<file path="src/rtl/rv64i_regfile_pkg.sv">
`default_nettype none
// ============================================================================
// Module      : rv64i_regfile_pkg
// Description : Shared constants for the RV64I register file and its
//               writeback path.
// Revision    : 1.0 - initial release
// ============================================================================
package rv64i_regfile_pkg;

  localparam int              XLEN     = 64;
  localparam int              ADDR_W   = 5;
  localparam int              NUM_REGS = 32;
  localparam logic [4:0]      X0_ADDR  = 5'd0;

endpackage : rv64i_regfile_pkg
`default_nettype wire

</file>
<file path="src/rtl/rr_arbiter.sv">
`default_nettype none
// ============================================================================
// Module      : rr_arbiter
// Description : Generic N-way round-robin arbiter. The grant is combinational
//               from the request vector; the priority pointer is updated to
//               the granted index on cycles that grant and holds otherwise.
//               After reset the pointer is N-1, so index 0 has first priority.
// Ports       : clk         - clock
//               rst         - asynchronous active-high reset
//               req_i       - request vector
//               gnt_o       - one-hot grant (subset of req_i)
//               gnt_valid_o - any grant this cycle
//               gnt_idx_o   - binary index of the granted request
// Revision    : 1.0 - initial release
// ============================================================================
module rr_arbiter #(
  parameter  int N     = 3,
  localparam int IDX_W = (N > 1) ? $clog2(N) : 1
) (
  input  logic             clk,
  input  logic             rst,
  input  logic [N-1:0]     req_i,
  output logic [N-1:0]     gnt_o,
  output logic             gnt_valid_o,
  output logic [IDX_W-1:0] gnt_idx_o
);

  logic [IDX_W-1:0] ptr_q;
  logic [IDX_W-1:0] ptr_d;
  logic [IDX_W-1:0] w_cand;

  // Scan from ptr+1 around to ptr; the first active request wins.
  always_comb begin
    gnt_o       = '0;
    gnt_valid_o = 1'b0;
    gnt_idx_o   = ptr_q;
    w_cand      = '0;
    for (int off = 1; off <= N; off++) begin
      w_cand = IDX_W'((int'(ptr_q) + off) % N);
      if (!gnt_valid_o && req_i[w_cand]) begin
        gnt_valid_o   = 1'b1;
        gnt_idx_o     = w_cand;
        gnt_o[w_cand] = 1'b1;
      end
    end
  end

  always_comb begin
    ptr_d = ptr_q;
    if (gnt_valid_o) begin
      ptr_d = gnt_idx_o;
    end
  end

  always_ff @(posedge clk or posedge rst) begin
    if (rst) begin
      ptr_q <= IDX_W'(N - 1);
    end else begin
      ptr_q <= ptr_d;
    end
  end

endmodule : rr_arbiter
`default_nettype wire

</file>
<file path="src/rtl/regfile_wb_arbiter.sv">
`default_nettype none
// ============================================================================
// Module      : regfile_wb_arbiter
// Description : Shares the single register-file write port among NUM_REQ
//               writeback requesters (round-robin, valid/ready), drives a
//               registered write port, and keeps a pending-write scoreboard
//               for RAW hazard detection in decode.
// Ports       : clk, rst                    - clock, async active-high reset
//               req_valid/req_ready         - per-requester handshake
//               req_rd_addr/req_rd_data     - packed per-requester addr/data
//               write_en/rd_addr/rd_data    - registered regfile write port
//               reserve_en/reserve_addr     - decode reserves a destination
//               flush                       - clear all busy bits
//               rs1_addr/rs2_addr           - decode source registers
//               rs1_busy/rs2_busy           - source has a pending write
//               conflict_count              - (WB_ARB_PERF_EN only) cycles
//                                             with >=2 requests, saturating
// Options     : define WB_ARB_PERF_EN to add the conflict counter.
// Revision    : 1.0 - initial release
// ============================================================================
module regfile_wb_arbiter #(
  parameter int NUM_REQ = 3,
  parameter int XLEN    = 64,
  parameter int ADDR_W  = 5
) (
  input  logic                    clk,
  input  logic                    rst,
  input  logic [NUM_REQ-1:0]      req_valid,
  output logic [NUM_REQ-1:0]      req_ready,
  input  logic [NUM_REQ*ADDR_W-1:0] req_rd_addr,
  input  logic [NUM_REQ*XLEN-1:0] req_rd_data,
  output logic                    write_en,
  output logic [ADDR_W-1:0]       rd_addr,
  output logic [XLEN-1:0]         rd_data,
  input  logic                    reserve_en,
  input  logic [ADDR_W-1:0]       reserve_addr,
  input  logic                    flush,
  input  logic [ADDR_W-1:0]       rs1_addr,
  input  logic [ADDR_W-1:0]       rs2_addr,
`ifdef WB_ARB_PERF_EN
  output logic [31:0]             conflict_count,
`endif
  output logic                    rs1_busy,
  output logic                    rs2_busy
);

  import rv64i_regfile_pkg::*;

  localparam int                IDX_W  = (NUM_REQ > 1) ? $clog2(NUM_REQ) : 1;
  localparam int                NREGS  = 1 << ADDR_W;
  localparam logic [ADDR_W-1:0] ZERO_A = ADDR_W'(X0_ADDR);

  // --------------------------------------------------------------------------
  // Arbitration
  // --------------------------------------------------------------------------
  logic             w_gnt_valid;
  logic [IDX_W-1:0] w_gnt_idx;

  rr_arbiter #(
    .N (NUM_REQ)
  ) u_rr_arbiter (
    .clk         (clk),
    .rst         (rst),
    .req_i       (req_valid),
    .gnt_o       (req_ready),
    .gnt_valid_o (w_gnt_valid),
    .gnt_idx_o   (w_gnt_idx)
  );

  // --------------------------------------------------------------------------
  // Registered write port
  // --------------------------------------------------------------------------
  logic              write_en_q, write_en_d;
  logic [ADDR_W-1:0] rd_addr_q,  rd_addr_d;
  logic [XLEN-1:0]   rd_data_q,  rd_data_d;

  // Address/data only load on a grant so they hold between writes.
  always_comb begin
    write_en_d = w_gnt_valid;
    rd_addr_d  = rd_addr_q;
    rd_data_d  = rd_data_q;
    if (w_gnt_valid) begin
      rd_addr_d = req_rd_addr[w_gnt_idx*ADDR_W +: ADDR_W];
      rd_data_d = req_rd_data[w_gnt_idx*XLEN +: XLEN];
    end
  end

  always_ff @(posedge clk or posedge rst) begin
    if (rst) begin
      write_en_q <= 1'b0;
      rd_addr_q  <= '0;
      rd_data_q  <= '0;
    end else begin
      write_en_q <= write_en_d;
      rd_addr_q  <= rd_addr_d;
      rd_data_q  <= rd_data_d;
    end
  end

  assign write_en = write_en_q;
  assign rd_addr  = rd_addr_q;
  assign rd_data  = rd_data_q;

  // --------------------------------------------------------------------------
  // Pending-write scoreboard
  // --------------------------------------------------------------------------
  logic [NREGS-1:0] busy_q, busy_d;

  // Clear is applied before set so a same-cycle reserve of the address being
  // retired keeps the bit. x0 is forced clear because it is never written.
  always_comb begin
    busy_d = busy_q;
    if (flush) begin
      busy_d = '0;
    end else begin
      if (write_en_q) begin
        busy_d[rd_addr_q] = 1'b0;
      end
      if (reserve_en) begin
        busy_d[reserve_addr] = 1'b1;
      end
      busy_d[ZERO_A] = 1'b0;
    end
  end

  always_ff @(posedge clk or posedge rst) begin
    if (rst) begin
      busy_q <= '0;
    end else begin
      busy_q <= busy_d;
    end
  end

  assign rs1_busy = (rs1_addr != ZERO_A) && busy_q[rs1_addr];
  assign rs2_busy = (rs2_addr != ZERO_A) && busy_q[rs2_addr];

  // --------------------------------------------------------------------------
  // Optional contention counter
  // --------------------------------------------------------------------------
`ifdef WB_ARB_PERF_EN
  logic [31:0] conflict_q, conflict_d;
  logic        w_multi_req;

  // Clearing the lowest set bit leaves something only if two or more are set.
  assign w_multi_req = |(req_valid & (req_valid - NUM_REQ'(1)));

  always_comb begin
    conflict_d = conflict_q;
    if (w_multi_req && (conflict_q != 32'hFFFF_FFFF)) begin
      conflict_d = conflict_q + 32'd1;
    end
  end

  always_ff @(posedge clk or posedge rst) begin
    if (rst) begin
      conflict_q <= '0;
    end else begin
      conflict_q <= conflict_d;
    end
  end

  assign conflict_count = conflict_q;
`endif

endmodule : regfile_wb_arbiter
`default_nettype wire

</file>
<file path="config.mk">
export PLATFORM = sky130hd
export DESIGN_NAME = regfile_wb_arbiter
export DESIGN_NICKNAME = d
export VERILOG_FILES = /design/src/rtl/rv64i_regfile_pkg.sv /design/src/rtl/rr_arbiter.sv /design/src/rtl/regfile_wb_arbiter.sv
export SDC_FILE = /design/constraint.sdc
export NUM_CORES = 1
export LEC_CHECK = 0
export ABC_AREA = 1
export BUFFER_PORTS_ARGS = -buffer_cell sky130_fd_sc_hd__buf_2
export CORE_MARGIN = 4
export CORE_UTILIZATION = 30
export CTS_CLUSTER_DIAMETER = 80
export DETAILED_ROUTE_END_ITERATION = 16
export GPL_TIMING_DRIVEN = 0
export PLACE_DENSITY_LB_ADDON = 0.05
export RECOVER_POWER = 25
export SLEW_MARGIN = 20
export SYNTH_ARGS = -nofsm -noshare
export SYNTH_HDL_FRONTEND = slang
export SYNTH_HIERARCHICAL = 1
export SYNTH_SLANG_ARGS = --single-unit
</file>
<file path="constraint.sdc">
create_clock -name clk -period 2.95 [get_ports clk]
set_input_delay 0.1475 -clock clk [delete_from_list [all_inputs] [get_ports clk]]
set_output_delay 0.1475 -clock clk [all_outputs]
set_load 0.05 [all_outputs]
</file>
==> results, run 1 <==
- The flow ran to the end, but the final reports show violations.
- The checks that failed: capacitance limit, slew limit.
- Dividing the detail-routed wire length by the instance count gives 17.39 um.
- The startpoint-to-endpoint class of the critical path is reg -> reg.
- The number of antenna violations at the first check in global routing is 4.
- The mean instance size in the synthesized netlist is 6.738 sq um.
- The max-capacitance violation count is 1.
- After the last flow step, the layout net total stands at 1485.
- Setup slack closes at 0.1348 ns.
- After the first detailed-routing iteration, the DRC count stood at 282.
- Counting the buffers created by CTS gives 9.
- Counting distinct cell types in the post-synthesis netlist gives 25.
- The number of design rule violations left after detail routing is 0.
- The top fanout value on the critical path is 10.
- The count of buffers inserted at the top-level ports is 301.
- The endpoint kind of the worst setup timing path is a flip-flop.
- The number of endpoints failing setup at the final stage is 0.
- In this run the power density over the cells is 1575 nW/um^2.
- After global routing the overflow that remains totals 0.
- During I/O placement, the number of pins put on the boundary was 304.
- STA classifies the critical path startpoint as a flip-flop.
- Among all flip-flop cells after synthesis, the most frequent one is dfrtp_1.
- Compared with the post-synthesis result, the final layout area differs by 35.37%.
- The peak supply drop is 0.7718 mV.
- The worst relative slew slack is -0.3996.
- For this run, asynchronously set or reset flops after synthesis account for 1.000.
- The library cell with the highest instance count after synthesis is nor2_1.
- In the finished design, the share of the clock period the worst path needs comes to 0.9543.
- For this configuration, the core starts out at a cell density of 0.3081.
- The global-route wire length before repair is 40.62 mm.
- The fraction of final layout cells sized beyond drive strength 1 is 0.2816.
- The final max-slew violation count came to 51.
- The count of placed standard cells in the final layout, fillers left out is 1530.
- Measured on the finished design, the core utilization comes to 0.4170.
- Synthesis produced 937 cells.
- The total detailed-routing wirelength is 26.60 mm.
- The aggregate global-route resource usage is 0.2188.
- Sorting the synthesized cells by how often they occur yields nor2_1 (216), nand2_1 (207), dfrtp_1 (102), o21ai_0 (102), a31oi_1 (71).
- Traced cell by cell, the critical path runs through ha_2 -> inv_2 -> nand3_1 -> nand2_1 -> nand2_2 -> nor2_4 -> nand2_2 -> nand3_1 -> buf_6 -> inv_2 -> clkbuf_2 -> o21ai_0 -> a31oi_1.
- The global-route met3 utilization is 0.05457.
- Entering global routing, the biggest net connects 52 pins.
- The core region is 20490 sq um.
- In the post-synthesis netlist, the biggest area contributors are dfrtp_1 (40%), nor2_1 (13%), nand2_1 (12%), o21ai_0 (8.1%), a31oi_1 (7.0%).
- The die boundary width is 153.1 um.
- The share of the synthesized area in the top cell type is 0.4043.
- The height of the die is 153.1 um.
- The highest-delay cell along the critical path is dfstp_2.
- The number of cells in the design after placement is 1509.
- The H-tree depth reported by CTS is 3.
- The detail route stage leaves a number of antenna-violating nets equal to 0.
- The delay of the slowest critical-path stage is 0.55 ns.
- Using the TritonRoute via totals, the vias-per-cell ratio works out to 4.822.
- Summing over every cut layer, the via total after detailed routing is 7377.
- The TritonCTS clock tree is yes.
- The number of failing hold endpoints at the final stage was 0.
- The global-route track usage on met2 is 0.3852.
- The row count is 52.
- The clock-pin slew on the worst setup and hold paths is 0.07 ns.
- Counting along the longest clock path gives a buffer depth of 2.
- The post-synth design cell area is 6314 sq um.
- The signal arrival time at the worst endpoint is 3.03 ns.
- The overall power consumption is 0.01346 W.
- The smallest clock period supported by the final layout is computed as 2.815 ns.
- At the later pin of the worst-skew pair, clock insertion delay measures 0.35 ns.
- The number of nets in the synthesized netlist is 1170.
- For this run, the register share of the synthesized area comes to 0.4084.
- Before antenna repair, the detailed router went through 4 iterations.
- The worst clock skew is 0.005681 ns.
- The floorplan step defined a die boundary enclosing 23430 sq um.
- CTS saw 103 sinks.
- The post-DP HPWL is 20.79 mm.
- The root buffer cell chosen for the clock tree is clkbuf_16.
- Static timing analysis puts the maximum clock frequency at 355.2 MHz.
- The count of flip-flops with a built-in enable after synthesis is 0.
- The post-route setup TNS is 0 ns.
- The transition at the pin with the smallest max-transition slack is 2.097 ns.
- At the worst endpoint, the required time is 3.17 ns.
- The reg-to-reg setup timing slack is 0.13 ns.
- The static power due to leakage is 4.209 nW.
- The library cell occupying the most area in the post-synthesis netlist is dfrtp_1.
- The met1 track utilization from global routing is 0.2576.
- At the placement stage, the worst setup path has a slack of -0.2362 ns.
- Routability-driven placement finished with a final weighted congestion of 0.8815.
- The layer with the highest usage after global routing is met2.
- For this run, the number of Yosys warnings is 6.
- The path class of the tightest hold or removal check is in -> reg.
- Counting flops and latches in the post-synthesis netlist gives 103.
- The via count of the first global-routing pass was 7507.
cell type report:
| type | instances | area, sq um |
|---|---|---|
| clock buffer | 12 | 266.5 |
| clock inverter | 4 | 28.78 |
| antenna | 3 | 7.507 |
| multi-input combinational | 720 | 3262 |
| tap | 270 | 337.8 |
| timing repair buffer | 305 | 1549 |
| buffer | 53 | 291.5 |
| sequential | 103 | 2579 |
| fill | 2268 | 11950 |
| inverter | 60 | 225.2 |
layer usage:
layer,vias to the layer above,part of all wire
li1,3712,-
met1,3387,0.40
met2,234,0.51
met3,42,0.065
met4,2,0.027
met5,-,0.00026
per-stage QoR:
step	hold WS [ns]	cell area, sq um
6_report	0.03781	8547
5_1_grt	0.03353	8547
4_1_cts	0.01074	8498
3_5_place_dp	0.05863	8190
3_3_place_gp	0.02618	8158
2_1_floorplan	-0.1120	6314
sequential cells by signal (all words and copies together), names as in the netlist:
| name | flops |
|---|---|
| rd_addr | 5 |
| rd_data | 64 |
| write_en | 1 |
| busy_q | 31 |
| u_rr_arbiter/ptr_q | 2 |
worst paths after layout:
kind,start,end,depth (start not counted)
worst min register to register,rd_data[51],rd_data[51],2
worst max-delay path,u_rr_arbiter/ptr_q[1],rd_data[59],13
worst max register to register,u_rr_arbiter/ptr_q[1],rd_data[59],13
min in group asynchronous,rst,u_rr_arbiter/ptr_q[0],3
worst min-delay path,flush,busy_q[31],2
max in group asynchronous,rst,busy_q[1],3
report_power, final:
| group | total [W] | internal, W | switching [W] | leakage (nW) |
|---|---|---|---|---|
| registers | 0.00243 | 0.00209 | 0.000339 | 1.28 |
| logic | 0.00982 | 0.00297 | 0.00686 | 2.79 |
| clock network | 0.00121 | 0.000643 | 0.000566 | 0.141 |
cells by family (layout without fill, tap and decap cells):
family	after synthesis	after routing	share of synthesized area
buf+inv	114	434	0.07907
simple gates	506	506	0.3232
flops	103	103	0.4084
other cells	0	3	0
compound gates	210	210	0.1813
fa+ha+maj	4	4	0.007927
repair_timing:
item	4_1_cts	5_1_grt
pin swaps	0	2
endpoints found under the setup margin	8	60
buffers inserted	0	2
hold buffers	1	0
endpoints found under the hold margin	52	0
gates resized for setup	4	23
cells in the final DEF, fill, tap and decap left out, types with 7 or more instances in the layout:
cell and instances:
o21ai_1 7, dfrtp_1 102, nor3_1 8, a21oi_1 31
nand2_1 207, buf_2 294, o21ai_0 94, nand3_1 65
a31oi_1 71, buf_4 9, clkbuf_16 9, inv_1 54
clkbuf_1 39, nor2_1 216
worst max-delay path: cells and delay by family (launching register included):
family / cells / cell delay (ns)
adder cells (fa/ha/maj): 1 / 0.31
flip-flops: 1 / 0.55
buffers and inverters: 4 / 0.65
AND/OR/NAND/NOR: 6 / 0.69
AO/OA/AOI/OAI: 2 / 0.45
(Power assumes the default switching activity.)
==> run 2: changes to the inputs <==
--- a/config.mk
+++ b/config.mk
@@ -7,8 +7,10 @@
 export LEC_CHECK = 0
 export ABC_AREA = 1
 export BUFFER_PORTS_ARGS = -buffer_cell sky130_fd_sc_hd__buf_2
+export CELL_PAD_IN_SITES_DETAIL_PLACEMENT = 1
+export CELL_PAD_IN_SITES_GLOBAL_PLACEMENT = 2
 export CORE_MARGIN = 4
-export CORE_UTILIZATION = 30
+export CORE_UTILIZATION = 21
 export CTS_CLUSTER_DIAMETER = 80
 export DETAILED_ROUTE_END_ITERATION = 16
 export GPL_TIMING_DRIVEN = 0
==> run 2 against run 1 <==
The run still ends with capacitance limit, slew limit left; hold slack got worse by 0.014 ns; die area increased by 40%; fmax increased by 3.0%; routed wire length increased by 21%; power increased by 1.7%; combinational power about the same; first-iteration DRC count increased by 2.1%; critical path depth unchanged; largest power group unchanged.
==> results, run 2 (same netlist as run 1, synthesis figures left out) <==
- The core box area came to 29640 sq um (was 20490 sq um).
- The total detailed-routing wirelength is 32.08 mm (was 26.60 mm).
- The clock insertion delay at the later pin of the skew report was 0.37 ns (was 0.35 ns).
- The startpoint of the most critical setup path is u_rr_arbiter/ptr_q[1] (unchanged).
- The final core utilization came to 0.2934 (was 0.4170).
- The met1 track utilization from global routing came to 0.2294 (was 0.2576).
- The layer with the highest usage after global routing is met2 (unchanged).
- The data required time of the critical path is 3.19 ns (was 3.17 ns).
- The static power due to leakage came to 4.228 nW (was 4.209 nW).
- The post-detailed-route count of antenna-violating nets is 0 (unchanged).
- The worst clock skew was 0.007061 ns (was 0.005681 ns).
- The root buffer cell is clkbuf_16 (unchanged).
- The largest net degree at the start of global routing is 53 (was 52).
- The number of failing hold endpoints at the final stage is 0 (unchanged).
- The number of vias in the routed layout is 7409 (was 7377).
- The shortest clock period the worst path allows after layout is 2.734 ns (was 2.815 ns).
- The endpoint kind of the worst setup timing path is a flip-flop (unchanged).
- The via count of the first global-routing pass is 7898 (was 7507).
- The final cycle utilization of the critical path was 0.9269 (was 0.9543).
- The startpoint-to-endpoint class of the critical path is reg -> reg (unchanged).
- The global-route track usage on met2 is 0.3396 (was 0.3852).
- The top fanout value on the critical path is 10 (unchanged).
- The reg-to-reg setup timing slack came to 0.22 ns (was 0.13 ns).
- The worst hold slack across all endpoints was 0.02427 ns (was 0.03781 ns).
- The I/O pin total is 304 (unchanged).
- The final max-slew violation count is 50 (was 51).
- The transition at the pin with the smallest max-transition slack is 2.165 ns (was 2.097 ns).
- The H-tree depth reported by CTS was 3 (unchanged).
- The aggregate global-route resource usage is 0.1912 (was 0.2188).
- The total iterations of the first detailed-routing run is 4 (unchanged).
- The relative area change from synthesis to final layout is 37.73% (was 35.37%).
- The startpoint of the worst-slack reg-to-reg timing path is u_rr_arbiter/ptr_q[1] (unchanged).
- The number of design rule violations left after detail routing was 0 (unchanged).
- The peak supply drop came to 0.4917 mV (was 0.7718 mV).
- The average routed wire per standard cell came to 19.45 um (was 17.39 um).
- Most frequent cells in the layout: buf_2 (293), nor2_1 (216), nand2_1 (207) (was buf_2 (294), nor2_1 (216), nand2_1 (207)).
- The count of cells along the worst hold path is 3 (was 2).
- The post-route setup TNS is 0 ns (unchanged).
- The endpoint of the most critical setup path is rd_data[17] (was rd_data[59]).
- The cell count of the worst reg-to-reg path is 13 (unchanged).
- The filler cell count is 3864 (was 2268).
- The sum of overflow across all layers after global routing is 0 (unchanged).
- The power per standard cell area is 1575 nW/um^2 (about the same).
- The number of antenna violations at the first check in global routing is 10 (was 4).
- The TritonCTS clock tree is yes (unchanged).
- Failing checks: capacitance limit, slew limit (unchanged).
- The number of nets at the end of the flow is 1486 (was 1485).
- The global-route wire length before repair was 48.65 mm (was 40.62 mm).
- The number of DRC markers in iteration 0 was 288 (was 282).
- The startpoint kind of the worst setup timing path is a flip-flop (unchanged).
- Result of the run: complete, but fails checks (unchanged).
- The overall die area is 32900 sq um (was 23430 sq um).
- The die boundary width is 181.4 um (was 153.1 um).
- The timing-limited maximum frequency is 365.7 MHz (was 355.2 MHz).
- The height of the die is 181.4 um (was 153.1 um).
- The via density per instance was 4.493 (was 4.822).
- The clock tree buffer depth is 2 (unchanged).
- The clock-pin slew on the worst setup and hold paths is 0.08 ns (was 0.07 ns).
- The number of flip-flops under the largest register name is 64 (unchanged).
- The row count is 63 (was 52).
- The global placement routability congestion is 0.7954 (was 0.8815).
- The count of buffers inserted at the top-level ports is 301 (unchanged).
- The terminus of the critical flop-to-flop path was rd_data[17] (was rd_data[59]).
- The max-capacitance violation count is 1 (unchanged).
- The class of the worst hold path is in -> reg (unchanged).
- The initial core utilization was 0.2130 (was 0.3081).
- The total CTS buffers is 9 (unchanged).
- The total number of clock tree sinks is 103 (unchanged).
- The global-route met3 utilization is 0.05869 (was 0.05457).
- The number of endpoints failing setup at the final stage was 0 (unchanged).
- The signal arrival time at the worst endpoint is 2.97 ns (was 3.03 ns).
- The most common library cell in the layout ignoring fill and taps was buf_2 (unchanged).
- The post-DP HPWL is 25.21 mm (was 20.79 mm).
- The worst relative slew slack was -0.4447 (was -0.3996).
- The fraction of final layout cells sized beyond drive strength 1 came to 0.2822 (was 0.2816).
==> run 2: changes by cell type in the layout (fill, tap and decap cells not counted), moves of 2 or more <==
| cell | before | now |
|---|---|---|
| clkbuf_2 | 3 | 9 |
| diode_2 | 3 | 1 |
| o21ai_1 | 7 | 10 |
| inv_6 | 0 | 2 |
| o21ai_2 | 5 | 2 |
| clkbuf_1 | 39 | 34 |
==> run 2: what timing repair did <==
item / CTS / global route
gates resized for setup: 6 / 31
pin swaps: 0 / 2
setup endpoints to repair: 12 / 62
hold endpoints to repair: 52 / 0
hold buffers: 2 / 0
gates cloned: 0 / 0
buffers inserted: 0 / 3
==> run 2: report_power, final <==
part	leakage, nW	internal [W]	switching, W
sequential	1.28	0.00209	0.000343
combinational	2.81	0.00299	0.00700
clock	0.143	0.000628	0.000635
total	4.23	0.00572	0.00798
==> run 2: per-layer routing <==
metal / part of all wire / wire length [um]
met1: 0.41 / 13190
met2: 0.51 / 16440
met3: 0.059 / 1884
met4: 0.014 / 449
met5: 0.0038 / 123
==> run 2: worst min-delay path by stage <==
| stage | from | to |
|---|---|---|
| CTS | req_rd_data[185] | rd_data[57] |
| floorplan | rst | u_rr_arbiter/ptr_q[0] |
| detailed placement | rst | u_rr_arbiter/ptr_q[0] |
| finish | req_rd_data[146] | rd_data[18] |
| global route | req_rd_data[145] | rd_data[17] |
| global placement | rst | u_rr_arbiter/ptr_q[0] |
==> run 2: critical path: stages (launching register included) <==
cell and delay [ns]:
dfstp_2 0.56, ha_2 0.32, inv_2 0.12, nand3_1 0.11
nand2_1 0.11, nand2_2 0.09, nor2_4 0.18, nand2_2 0.09
nand3_1 0.10, buf_6 0.18, inv_2 0.14, clkbuf_2 0.23
o21ai_0 0.27, a31oi_1 0.11
==> run 2: area by class of cell <==
class	instances	area [sq um]	share of cell area
multi-input cells	720	3246	0.3732
flip-flops and latches	103	2579	0.2965
repair buffers	307	1564	0.1799
well taps	390	488.0	0.05612
plain buffers	52	300.3	0.03453
clock buffers	11	252.7	0.02906
inverters	60	225.2	0.02590
clock inverters	5	38.79	0.004460
diodes	1	2.502	0.0002878
==> run 2: through the flow <==
stage	total power, W	worst slack (ns)	instances	instance area, sq um
after global placement	0.01244	-1.711	1628	8308
after CTS	0.01385	0.009196	1647	8660
final	0.01370	0.2158	1649	8696
after detailed placement	0.01253	-0.2050	1629	8341
after global routing	0.01510	-0.006505	1648	8693
after floorplan	0.009411	0.1554	937	6314
